## config.mk

```make
export PLATFORM = sky130hd
export DESIGN_NAME = multicycle_cpu_flat
export DESIGN_NICKNAME = d
export VERILOG_FILES = /design/src/rtl/cpu_pkg.sv /design/src/rtl/cpu_mem_if.sv /design/src/rtl/cpu_alu.sv /design/src/rtl/cpu_regfile.sv /design/src/rtl/multicycle_cpu.sv /design/src/flat_wrapper.sv
export SDC_FILE = /design/constraint.sdc
export NUM_CORES = 1
export LEC_CHECK = 0
export BUFFER_PORTS_ARGS = -buffer_cell sky130_fd_sc_hd__buf_2
export CORE_UTILIZATION = 49
export CTS_CLUSTER_DIAMETER = 40
export DETAILED_ROUTE_END_ITERATION = 12
export PLACE_DENSITY_LB_ADDON = 0.3
export SYNTH_ARGS = -nofsm -noshare
export SYNTH_HDL_FRONTEND = slang
export SYNTH_SLANG_ARGS = --single-unit
```

## constraint.sdc

```tcl
create_clock -name clk -period 4.67 [get_ports clk]
set_clock_uncertainty 0.2 [all_clocks]
set_input_delay 1.1675 -clock clk [delete_from_list [all_inputs] [get_ports clk]]
set_output_delay 1.1675 -clock clk [all_outputs]
set_load 0.05 [all_outputs]
```

## src/rtl/cpu_pkg.sv

```systemverilog
// Shared definitions for the multicycle core: opcodes, FSM states, ALU controls
// and instruction field positions as functions of the register/address widths.
package cpu_pkg;

  localparam logic [5:0] OP_ADD  = 6'h00;
  localparam logic [5:0] OP_SUB  = 6'h01;
  localparam logic [5:0] OP_AND  = 6'h02;
  localparam logic [5:0] OP_OR   = 6'h03;
  localparam logic [5:0] OP_ADDI = 6'h04;
  localparam logic [5:0] OP_LD   = 6'h08;
  localparam logic [5:0] OP_ST   = 6'h09;
  localparam logic [5:0] OP_BEQ  = 6'h10;
  localparam logic [5:0] OP_JMP  = 6'h11;
  localparam logic [5:0] OP_HALT = 6'h3F;

  typedef enum logic [2:0] {
    S_FETCH,
    S_DECODE,
    S_EXEC,
    S_MEM,
    S_WB,
    S_HALT
  } state_t;

  typedef enum logic [1:0] {
    ALU_ADD,
    ALU_SUB,
    ALU_AND,
    ALU_OR
  } alu_op_t;

  // Layout from the MSB down: op[6], rd, rs1, rs2, imm[addr_w].
  function automatic int instr_w(int reg_aw, int addr_w);
    return 6 + 3 * reg_aw + addr_w;
  endfunction

  function automatic int op_lsb(int reg_aw, int addr_w);
    return 3 * reg_aw + addr_w;
  endfunction

  function automatic int rd_lsb(int reg_aw, int addr_w);
    return 2 * reg_aw + addr_w;
  endfunction

  function automatic int rs1_lsb(int reg_aw, int addr_w);
    return reg_aw + addr_w;
  endfunction

  function automatic int rs2_lsb(int addr_w);
    return addr_w;
  endfunction

  function automatic logic is_legal(logic [5:0] op);
    return op inside {OP_ADD, OP_SUB, OP_AND, OP_OR, OP_ADDI,
                      OP_LD, OP_ST, OP_BEQ, OP_JMP, OP_HALT};
  endfunction

endpackage

```

## src/rtl/cpu_mem_if.sv

```systemverilog
// Unified instruction/data memory port: request/ready handshake with wait states.
interface cpu_mem_if #(
  parameter int DATA_W = 48,
  parameter int ADDR_W = 12
);
  logic              req;
  logic              we;
  logic [ADDR_W-1:0] adr;
  logic [DATA_W-1:0] wdata;
  logic [DATA_W-1:0] rdata;
  logic              ready;

  modport master (output req, we, adr, wdata, input rdata, ready);
  modport slave  (input req, we, adr, wdata, output rdata, ready);
endinterface

```

## src/rtl/cpu_alu.sv

```systemverilog
// Combinational ALU: add, subtract, and, or, all modulo 2^DATA_W.
module cpu_alu
  import cpu_pkg::*;
#(
  parameter int DATA_W = 48
) (
  input  logic [DATA_W-1:0] a,
  input  logic [DATA_W-1:0] b,
  input  alu_op_t           op,
  output logic [DATA_W-1:0] y
);

  always_comb begin
    // NOTE: y gets a value before the case so no path leaves it unassigned (no latch).
    y = a + b;
    unique case (op)
      ALU_ADD: y = a + b;
      ALU_SUB: y = a - b;
      ALU_AND: y = a & b;
      ALU_OR:  y = a | b;
      default: y = a + b;
    endcase
  end

endmodule

```

## src/rtl/cpu_regfile.sv

```systemverilog
// 2-read/1-write register file: combinational reads, synchronous write and reset.
module cpu_regfile #(
  parameter int DATA_W = 48,
  parameter int REG_AW = 2
) (
  input  logic              clk,
  input  logic              reset,
  input  logic              we,
  input  logic [REG_AW-1:0] wa,
  input  logic [DATA_W-1:0] wd,
  input  logic [REG_AW-1:0] ra1,
  output logic [DATA_W-1:0] rd1,
  input  logic [REG_AW-1:0] ra2,
  output logic [DATA_W-1:0] rd2
);

  localparam int NREG = 1 << REG_AW;

  logic [DATA_W-1:0] regs [NREG];

  // NOTE: state is updated with <= so every register samples pre-edge values.
  // NOTE: resetting this array is fine because it is a handful of flops, not a RAM macro.
  always_ff @(posedge clk) begin
    if (reset) begin
      for (int i = 0; i < NREG; i++) regs[i] <= '0;
    end else if (we) begin
      regs[wa] <= wd;
    end
  end

  assign rd1 = regs[ra1];
  assign rd2 = regs[ra2];

endmodule

```

## src/rtl/multicycle_cpu.sv

```systemverilog
// Multicycle core: FETCH/DECODE/EXEC/MEM/WB/HALT sequencer around IR, A, B, ALUOut,
// MDR and PC, talking to one unified memory through a request/ready port.
module multicycle_cpu
  import cpu_pkg::*;
#(
  parameter int                DATA_W   = 48,
  parameter int                ADDR_W   = 12,
  parameter int                REG_AW   = 2,
  parameter logic [ADDR_W-1:0] RESET_PC = 'h800
) (
  input  logic              clk,
  input  logic              reset,
  cpu_mem_if.master         mem,
  output logic              halted,
  output logic              illegal,
  output logic [ADDR_W-1:0] pc_dbg
);

  localparam int IW      = instr_w(REG_AW, ADDR_W);
  localparam int OP_LSB  = op_lsb(REG_AW, ADDR_W);
  localparam int RD_LSB  = rd_lsb(REG_AW, ADDR_W);
  localparam int RS1_LSB = rs1_lsb(REG_AW, ADDR_W);
  localparam int RS2_LSB = rs2_lsb(ADDR_W);

  state_t            state, state_nx;
  logic [IW-1:0]     ir;
  logic [DATA_W-1:0] a_q, b_q, alu_out, mdr;
  logic [ADDR_W-1:0] pc;
  logic              illegal_q;

  logic [5:0]        op;
  logic [REG_AW-1:0] rd, rs1, rs2;
  logic [ADDR_W-1:0] imm;

  assign op  = ir[OP_LSB +: 6];
  assign rd  = ir[RD_LSB +: REG_AW];
  assign rs1 = ir[RS1_LSB +: REG_AW];
  assign rs2 = ir[RS2_LSB +: REG_AW];
  assign imm = ir[ADDR_W-1:0];

  logic [DATA_W-1:0] rf_rd1, rf_rd2, rf_wd, alu_b, alu_y;
  logic              rf_we;
  alu_op_t           alu_op;

  assign rf_we = (state == S_WB);
  assign rf_wd = (op == OP_LD) ? mdr : alu_out;

  cpu_regfile #(.DATA_W(DATA_W), .REG_AW(REG_AW)) u_rf (
    .clk  (clk),
    .reset(reset),
    .we   (rf_we),
    .wa   (rd),
    .wd   (rf_wd),
    .ra1  (rs1),
    .rd1  (rf_rd1),
    .ra2  (rs2),
    .rd2  (rf_rd2)
  );

  // ADDI and the effective-address computation both use the zero-extended immediate.
  always_comb begin
    alu_op = ALU_ADD;
    alu_b  = b_q;
    unique case (op)
      OP_SUB:                alu_op = ALU_SUB;
      OP_AND:                alu_op = ALU_AND;
      OP_OR:                 alu_op = ALU_OR;
      OP_ADDI, OP_LD, OP_ST: alu_b  = DATA_W'(imm);
      default: ;
    endcase
  end

  cpu_alu #(.DATA_W(DATA_W)) u_alu (
    .a (a_q),
    .b (alu_b),
    .op(alu_op),
    .y (alu_y)
  );

  always_comb begin
    state_nx = state;
    unique case (state)
      S_FETCH:  if (mem.ready) state_nx = S_DECODE;
      S_DECODE: state_nx = S_EXEC;
      S_EXEC: begin
        unique case (op)
          OP_ADD, OP_SUB, OP_AND, OP_OR, OP_ADDI: state_nx = S_WB;
          OP_LD, OP_ST:                           state_nx = S_MEM;
          OP_BEQ, OP_JMP:                         state_nx = S_FETCH;
          default:                                state_nx = S_HALT;
        endcase
      end
      S_MEM:    if (mem.ready) state_nx = (op == OP_LD) ? S_WB : S_FETCH;
      S_WB:     state_nx = S_FETCH;
      S_HALT:   state_nx = S_HALT;
      default:  state_nx = S_FETCH;
    endcase
  end

  // Reset gates the request so a transfer pending at reset is dropped immediately.
  always_comb begin
    mem.req   = 1'b0;
    mem.we    = 1'b0;
    mem.adr   = '0;
    mem.wdata = '0;
    if (!reset) begin
      unique case (state)
        S_FETCH: begin
          mem.req = 1'b1;
          mem.adr = pc;
        end
        S_MEM: begin
          mem.req   = 1'b1;
          mem.we    = (op == OP_ST);
          mem.adr   = alu_out[ADDR_W-1:0];
          mem.wdata = b_q;
        end
        default: ;
      endcase
    end
  end

  always_ff @(posedge clk) begin
    if (reset) begin
      state     <= S_FETCH;
      pc        <= RESET_PC;
      ir        <= '0;
      a_q       <= '0;
      b_q       <= '0;
      alu_out   <= '0;
      mdr       <= '0;
      illegal_q <= 1'b0;
    end else begin
      state <= state_nx;
      unique case (state)
        S_FETCH: if (mem.ready) ir <= mem.rdata[IW-1:0];
        S_DECODE: begin
          a_q <= rf_rd1;
          b_q <= rf_rd2;
          pc  <= pc + ADDR_W'(1);
        end
        S_EXEC: begin
          alu_out <= alu_y;
          if (op == OP_JMP || (op == OP_BEQ && a_q == b_q)) pc <= imm;
          if (!is_legal(op)) illegal_q <= 1'b1;
        end
        S_MEM: if (mem.ready && op == OP_LD) mdr <= mem.rdata;
        default: ;
      endcase
    end
  end

  assign halted  = (state == S_HALT);
  assign illegal = illegal_q;
  assign pc_dbg  = pc;

endmodule

```

## src/flat_wrapper.sv

```systemverilog
// flat-port wrapper written by rule: the top's interface ports become plain ports
module multicycle_cpu_flat import cpu_pkg::*;
#(
  parameter int                DATA_W   = 48,
  parameter int                ADDR_W   = 12,
  parameter int                REG_AW   = 2,
  parameter logic [ADDR_W-1:0] RESET_PC = 'h800
)
  (clk, reset, halted, illegal, pc_dbg, mem_req, mem_we, mem_adr, mem_wdata, mem_rdata, mem_ready);
  cpu_mem_if #(.DATA_W(DATA_W), .ADDR_W(ADDR_W)) mem_i ();
  input  logic clk;
  input  logic reset;
  output logic halted;
  output logic illegal;
  output logic [ADDR_W-1:0] pc_dbg;
  output wire logic [$bits(mem_i.req)-1:0] mem_req;
  output wire logic [$bits(mem_i.we)-1:0] mem_we;
  output wire logic [$bits(mem_i.adr)-1:0] mem_adr;
  output wire logic [$bits(mem_i.wdata)-1:0] mem_wdata;
  input wire logic [$bits(mem_i.rdata)-1:0] mem_rdata;
  input wire logic [$bits(mem_i.ready)-1:0] mem_ready;
  assign mem_req = mem_i.req;
  assign mem_we = mem_i.we;
  assign mem_adr = mem_i.adr;
  assign mem_wdata = mem_i.wdata;
  assign mem_i.rdata = mem_rdata;
  assign mem_i.ready = mem_ready;
  multicycle_cpu #(.DATA_W(DATA_W), .ADDR_W(ADDR_W), .REG_AW(REG_AW), .RESET_PC(RESET_PC)) u_core (.clk(clk), .reset(reset), .mem(mem_i), .halted(halted), .illegal(illegal), .pc_dbg(pc_dbg));
endmodule
```

==> results of run 1 <==
## layer usage
metal  share of wire  vias up
li1                -    10543
met1            0.41    11513
met2            0.47     1155
met3           0.092      178
met4           0.031        0
met5               0        -
## cells in the mapped netlist, drive strengths merged, types with 4 or more instances
library cell  instances  area share
and3                  9      0.0022
o31ai                17      0.0056
or3                  17      0.0042
o31a                  5      0.0017
nor2                289       0.044
xor2                 67       0.023
maj3                  8      0.0032
ha                   50       0.025
nor4                 26      0.0076
a22oi                17      0.0051
mux4                 96       0.086
nor2b                 9      0.0022
a22o                 17      0.0059
nand3                32      0.0064
nor3b                 7      0.0023
o22ai                 5      0.0012
o211ai               21      0.0063
nor4b                 5      0.0020
a211oi               35       0.011
dfxtp               235        0.19
nor3                 78       0.016
xnor2                37       0.013
a31oi                48       0.012
or4                   4      0.0013
o311ai                4      0.0014
inv                  75       0.011
o21a                  8      0.0024
nand3b                5      0.0020
nand4                20      0.0050
and2                 52       0.013
o21bai               13      0.0039
a21o                 38       0.011
edfxtp              192        0.23
nand2               472       0.071
a21oi               310       0.062
o21ai                94       0.019
a311oi                7      0.0024
buf                  52      0.0098
nand2b               56       0.014
o221ai                4      0.0016
mux2i                61       0.024
or2                   5      0.0012
clkbuf              179       0.027
## cell type report
class | instances | area (um2)
clock buffers | 84 | 1952
clock inverters | 39 | 510.5
fillers | 4205 | 19080
inverters | 75 | 281.5
multi-input cells | 2079 | 14270
flip-flops and latches | 427 | 10490
well taps | 672 | 840.8
repair buffers | 412 | 2950
## path summary, 6_finish.rpt
| path | to | startpoint | depth (start not counted) | slack [ps] |
|---|---|---|---|---|
| setup / recovery | u_core.alu_out[47]$_SDFFE_PP0P_ | u_core.ir[20]$_SDFFE_PP0P_ | 19 | -80 |
| hold / removal | u_core.mdr[3]$_SDFFE_PP0P_ | u_core.mdr[3]$_SDFFE_PP0P_ | 2 | 250 |
| setup reg to reg | u_core.alu_out[47]$_SDFFE_PP0P_ | u_core.ir[20]$_SDFFE_PP0P_ | 19 | -80 |
| hold reg to reg | u_core.mdr[3]$_SDFFE_PP0P_ | u_core.mdr[3]$_SDFFE_PP0P_ | 2 | 250 |
## worst max-delay path, stage by stage (launching register included)
cell and delay [ps]:
dfxtp_2 330, or3b_4 420, a21oi_4 230, mux2i_4 380, nor2_4 110, nor2_1 250
xor2_1 110, ha_1 420, a21oi_2 240, buf_4 150, o21ai_0 80, a31oi_1 240
o21ai_1 190, o41ai_4 320, buf_4 200, nand2_2 80, buf_4 140, a211oi_2 250
buf_4 170, o221ai_2 90
## sequential cells by signal (all words and copies together), names as in the netlist, named ones only
signal,cells
u_core.u_rf.regs,192
u_core.a_q,48
u_core.alu_out,48
u_core.b_q,48
u_core.mdr,48
u_core.ir,24
u_core.pc_dbg,12
u_core.state,3
u_core.illegal,1
## power groups by stage
stage	logic, mW	registers (mW)	clock network [mW]
finish	3.56	4.27	5.45
global placement	3.15	4.32	0
CTS	3.25	4.26	5.47
global route	3.81	4.28	5.63
detailed placement	3.16	4.33	0
floorplan	1.94	4.23	0
## kinds of logic after synthesis
| group | after synthesis |
|---|---|
| and+or+nand+nor | 1091 |
| AOI/OAI and AO/OA | 665 |
| DFF | 427 |
| buffers and inverters | 306 |
| muxes | 160 |
| xor gates and xnor gates | 104 |
| adders and majority gates | 59 |
## through the flow
stage	power [mW]	util	hold WS, ps
after floorplan	6.167	-	235.7
after global placement	7.472	0.5540	242.4
after detailed placement	7.491	0.5540	247.8
after CTS	12.98	0.6078	255.0
after global routing	13.72	0.6212	273.1
final	13.28	0.6212	253.1
## timing repair
action	in CTS	in global routing
buffers inserted	2	20
endpoints found under the setup margin	21	32
pin swaps	14	81
resized for setup	48	125
==> flow_metrics.tcl, run 1 <==
set metrics [dict create \
    n_antenna_cell 0 \
    power.clock.fraction 0.410 \
    postCtsHoldBufs 0 \
    cts.htree.levels 3 \
    p_sw_mw 4.107 \
    final_hold_viols 0 \
    ratio_of_routed_vias_to_standard_cells 6.174 \
    grt.met3_usage 0.06262 \
    drive_above_1_share 0.2555 \
    synth-seq-area-share 0.4172 \
    post_synth_and_or_nand_nor_area_fraction 0.1963 \
    routed_wirelength_um 90950 \
    dpl-instance-area_mm2 0.02791 \
    rsz_0062_raised_after_global_routing "true" \
    pwr-share-comb 0.268 \
    gp_congestion 1.004 \
    synth_warnings 0 \
    slew_headroom 0.2566 \
    ys_async_sr_fraction 0 \
    final_max_slew_viol_count 0 \
    placedCellCount 3649 \
    grt.overflow.total 0 \
    timing.critical_path.to_type "flip-flop" \
    io_pins 127 \
    die_y_um 228.3 \
    worst-path-max-fanout 5 \
    grt_pass1_wl_um 136800 \
    area_share_of_fa_ha_maj_cells_after_synthesis 0.02892 \
    first_global_vias 22806 \
    clkTransAtPathRegs_ps 60 \
    worst_ep_arrival_time_ps 5000 \
    clock_root_buffer "clkbuf_16" \
    final_area_mm2 0.03129 \
    synth_top_flop_cell "dfxtp_1" \
    drt.antenna.violating_nets 0 \
    most_frequent_cells_in_the_layout "nand2_1, a21oi_1, nor2_1" \
    vdd_drop_max_mv 0.3042 \
    sequentialPowerShare 0.321 \
    pin_count_of_the_biggest_net_entering_global_routing 141 \
    sink_count 427 \
    gr-max-usage-layer "met2" \
    initial_antenna_violation_count 0 \
    final_common_cell "nand2_1" \
    hold_path_class "reg2reg" \
    insertion_delay_of_the_later_clocked_pin_in_the_worst_skew_pair_ps 600 \
    grt_use_met2 0.5696 \
    period_share 1.016 \
    layout.cells.non_filler 3788 \
    row_count 82 \
    synth_compound_gate_area_share 0.1615 \
    finish.net_count 3165 \
    synth.ff_latch_count 427 \
    post_synth_num_cell_types 87 \
    worst_pin_slew_ps 1112 \
    core_footprint_mm2 0.05038 \
    cp-start-kind "flip-flop" \
    min_period_ps 4747 \
    globalRouteTotalUtil 0.3440 \
    switching_fraction 0.3093 \
    area_delta_synth_final_pct 24.71 \
    drt_first_iter_violations 2272 \
    synthXorXnorAreaFrac 0.03630 \
    static-leakage-power_nw 12.28 \
    worst_slack_ps -77.03 \
    drt-pass1-iter-count 5 \
    clock_tree_from_tritoncts "done" \
    die_width_um 228.3 \
    synth-edff-count 192 \
    maxCapViolations 0 \
    combinational_family_with_the_most_area_after_synthesis "simple AND/OR/NAND/NOR gates" \
    syn_avg_cell_area_um2 8.924 \
    vias 23389 \
    synthesis.area_mm2 0.02509 \
    cellPowerDensity_mw_per_mm2 424.2 \
    met1_usage 0.4527 \
    max_clock_buf_depth 3 \
    timing_worst_setup_path_type "reg2reg" \
    critPathRequiredTime_ps 4930 \
    violations "setup timing" \
    internal-power_mw 9.169 \
    setup_total_negative_slack_ps -134.5 \
    effective_utilization_at_floorplan 0.4981 \
    die_area_mm2 0.05212 \
    muxShareOfSynthArea 0.1120 \
    drc 0 \
    run_status "complete, but fails checks" \
    numPortBuffers 126 \
    synth_nets 2914 \
    max_clock_freq_mhz 210.7 \
    detailedPlacementHpwl_um 60840 \
    numCtsBuffers 68 \
    timing.final.setup_violations 3 \
    netlist_instances 2812 \
    wire_per_inst_um 24.01 \
    pre_cts_ws_ps -485.2 \
]
(Power assumes the default switching activity.)
==> run 2, diff against run 1 <==
BUFFER_PORTS_ARGS = -buffer_cell sky130_fd_sc_hd__buf_4   (was -buffer_cell sky130_fd_sc_hd__buf_2)
CAP_MARGIN = 20   (was unset)
==> run 2 against run 1 <==
The flow still finishes with violations (setup timing). Global-route usage shrank 0.50 points. Cell count decreased by 0.53%. Non-clock buffer count down 32. Power decreased by 2.0%. Via count is 0.67% lower. First-iteration DRC count rose by 4.6%. Worst hold slack got worse by 1.9 ps. Utilization is 0.16 points lower. Critical path depth up 2. Design area shrank 0.25%. Critical path type unchanged. Highest routed layer is now met5.
==> flow_metrics.tcl, run 2 (synthesized netlist as in run 1, its figures left out) <==
set metrics [dict create \
    finish.net_count 3137 \
    static-leakage-power_nw 12.08 \
    routed_wirelength_um 89410 \
    drt-pass1-iter-count 5 \
    globalRouteTotalUtil 0.3390 \
    most_frequent_cells_in_the_layout "nand2_1, buf_4, a21oi_1" \
    min_period_ps 4701 \
    timing.critical_path.to_type "flip-flop" \
    numCtsBuffers 72 \
    registers.top_by_ff_count "u_core.u_rf.regs" \
    hold_depth 2 \
    clock_root_buffer "clkbuf_16" \
    die_area_mm2 0.05212 \
    met2WireLength_um 42410 \
    wirelength_met1_um 36150 \
    area_delta_synth_final_pct 24.39 \
    hold_path_class "reg2reg" \
    largest_reg_flops 192 \
    worst_r2r_path_depth 21 \
    clkTransAtPathRegs_ps 60 \
    violations "setup timing" \
    die_y_um 228.3 \
    max_clock_freq_mhz 212.7 \
    pin_count_of_the_biggest_net_entering_global_routing 149 \
    hold_path_end "u_core.mdr[5]$_SDFFE_PP0P_" \
    worst_slack_ps -31.04 \
    run_status "complete, but fails checks" \
    wire_per_inst_um 23.73 \
    reg2reg_to "u_core.alu_out[47]$_SDFFE_PP0P_" \
    clock_tree_from_tritoncts "done" \
    row_count 82 \
    cellPowerDensity_mw_per_mm2 416.9 \
    pre_cts_ws_ps -176.4 \
    effective_utilization_at_floorplan 0.4981 \
    final_common_cell "nand2_1" \
    timing.final.setup_violations 1 \
    io_pins 127 \
    final_max_slew_viol_count 0 \
    drive_above_1_share 0.2478 \
    fin_hold_ws_ps 251.2 \
    worst_ep_arrival_time_ps 4970 \
    max_clock_buf_depth 3 \
    detailedPlacementHpwl_um 60350 \
    vdd_drop_max_mv 0.3683 \
    gp_congestion 0.9849 \
    timing_worst_setup_path_type "reg2reg" \
    worst-path-max-fanout 5 \
    numPortBuffers 126 \
    vias 23233 \
    period_share 1.007 \
    ratio_of_routed_vias_to_standard_cells 6.166 \
    drt.antenna.violating_nets 0 \
    reg_to_reg_start "u_core.b_q[3]$_SDFFE_PP0P_" \
    rsz_0062_raised_after_global_routing "true" \
    sink_count 427 \
    final_hold_viols 0 \
    slew_headroom 0.2432 \
    wl_met3_um 8381 \
    hold_path.startpoint "u_core.mdr[5]$_SDFFE_PP0P_" \
    drt_first_iter_violations 2376 \
    cp-start-kind "flip-flop" \
    critPathRequiredTime_ps 4940 \
    final.fill_count 4296 \
    insertion_delay_of_the_later_clocked_pin_in_the_worst_skew_pair_ps 630 \
    worst_pin_slew_ps 1132 \
    maxCapViolations 0 \
    grt.overflow.total 0 \
    initial_antenna_violation_count 2 \
    die_width_um 228.3 \
    grt_pass1_wl_um 135000 \
    core_footprint_mm2 0.05038 \
    reg2reg_setup_slack_ps -30 \
    drc 0 \
    top_layer_used_by_detailed_routing "met5" \
    first_global_vias 22490 \
    cts.htree.levels 3 \
]
-- run 2: worst max-delay path by stage --
| stage | start | to | slack (ps) | depth (start not counted) |
|---|---|---|---|---|
| after global placement | u_core.ir[0]$_SDFFE_PP0P_ | u_core.alu_out[41]$_SDFFE_PP0P_ | -210 | 23 |
| after floorplan | reset | mem_req | 20 | 4 |
| final | u_core.b_q[3]$_SDFFE_PP0P_ | u_core.alu_out[47]$_SDFFE_PP0P_ | -30 | 21 |
| after CTS | u_core.b_q[0]$_SDFFE_PP0P_ | u_core.alu_out[45]$_SDFFE_PP0P_ | 0.1 | 21 |
| after detailed placement | u_core.ir[0]$_SDFFE_PP0P_ | u_core.alu_out[41]$_SDFFE_PP0P_ | -180 | 23 |
| after global routing | u_core.b_q[3]$_SDFFE_PP0P_ | u_core.alu_out[39]$_SDFFE_PP0P_ | -140 | 16 |
-- run 2: layer usage --
layer  GRT usage  vias up
met2      0.5567     1178
li1            -    10489
met1      0.4532    11386
met4      0.1149        2
met5           0        -
met3     0.05813      178
-- run 2: final cells by class --
class / count / area (um2) / share of cell area
timing repair buffer: 380 / 3003 / 0.09620
clock inverter: 49 / 481.7 / 0.01543
tap: 672 / 840.8 / 0.02694
clock buffer: 85 / 1892 / 0.06061
multi-input combinational: 2079 / 14220 / 0.4557
inverter: 75 / 281.5 / 0.009019
antenna: 1 / 2.502 / 0.00008017
sequential: 427 / 10490 / 0.3361
-- run 2: power by group --
part	internal, mW	switching (mW)
clock	3.19	2.04
combinational	1.53	1.97
sequential	4.06	0.224
total	8.78	4.23
-- run 2: critical path, stage by stage, from the launching register on --
cell,delay [ps]
dfxtp_2,320
or4_4,560
nor4_4,330
mux2i_4,180
buf_6,160
nor2_4,130
buf_4,130
nor2_2,30
buf_4,140
xor2_1,140
ha_1,340
nand2_2,120
nor2_1,70
buf_4,140
nand4_1,80
a21oi_1,60
buf_4,180
o41ai_4,450
nand2_1,200
a211oi_1,310
buf_4,180
o221ai_2,90
-- run 2: repair_timing --
item / in CTS / in global routing
hold buffers: 0 / 0
buffers inserted: 1 / 22
pin swaps: 2 / 76
gates resized for setup: 16 / 145
endpoints found under the setup margin: 13 / 29
-- run 2: per-stage QoR --
| step | util | instances | power, mW | setup TNS [ps] | cell area (um2) |
|---|---|---|---|---|---|
| 2_1_floorplan | - | 2812 | 6.167 | 0 | 25090 |
| 3_3_place_gp | 0.5549 | 3613 | 7.399 | -739.1 | 27950 |
| 3_5_place_dp | 0.5549 | 3613 | 7.429 | -604.7 | 27950 |
| 4_1_cts | 0.6038 | 3748 | 12.66 | 0 | 30420 |
| 5_1_grt | 0.6196 | 3767 | 13.47 | -1289 | 31210 |
| 6_report | 0.6196 | 3768 | 13.01 | -31.04 | 31210 |
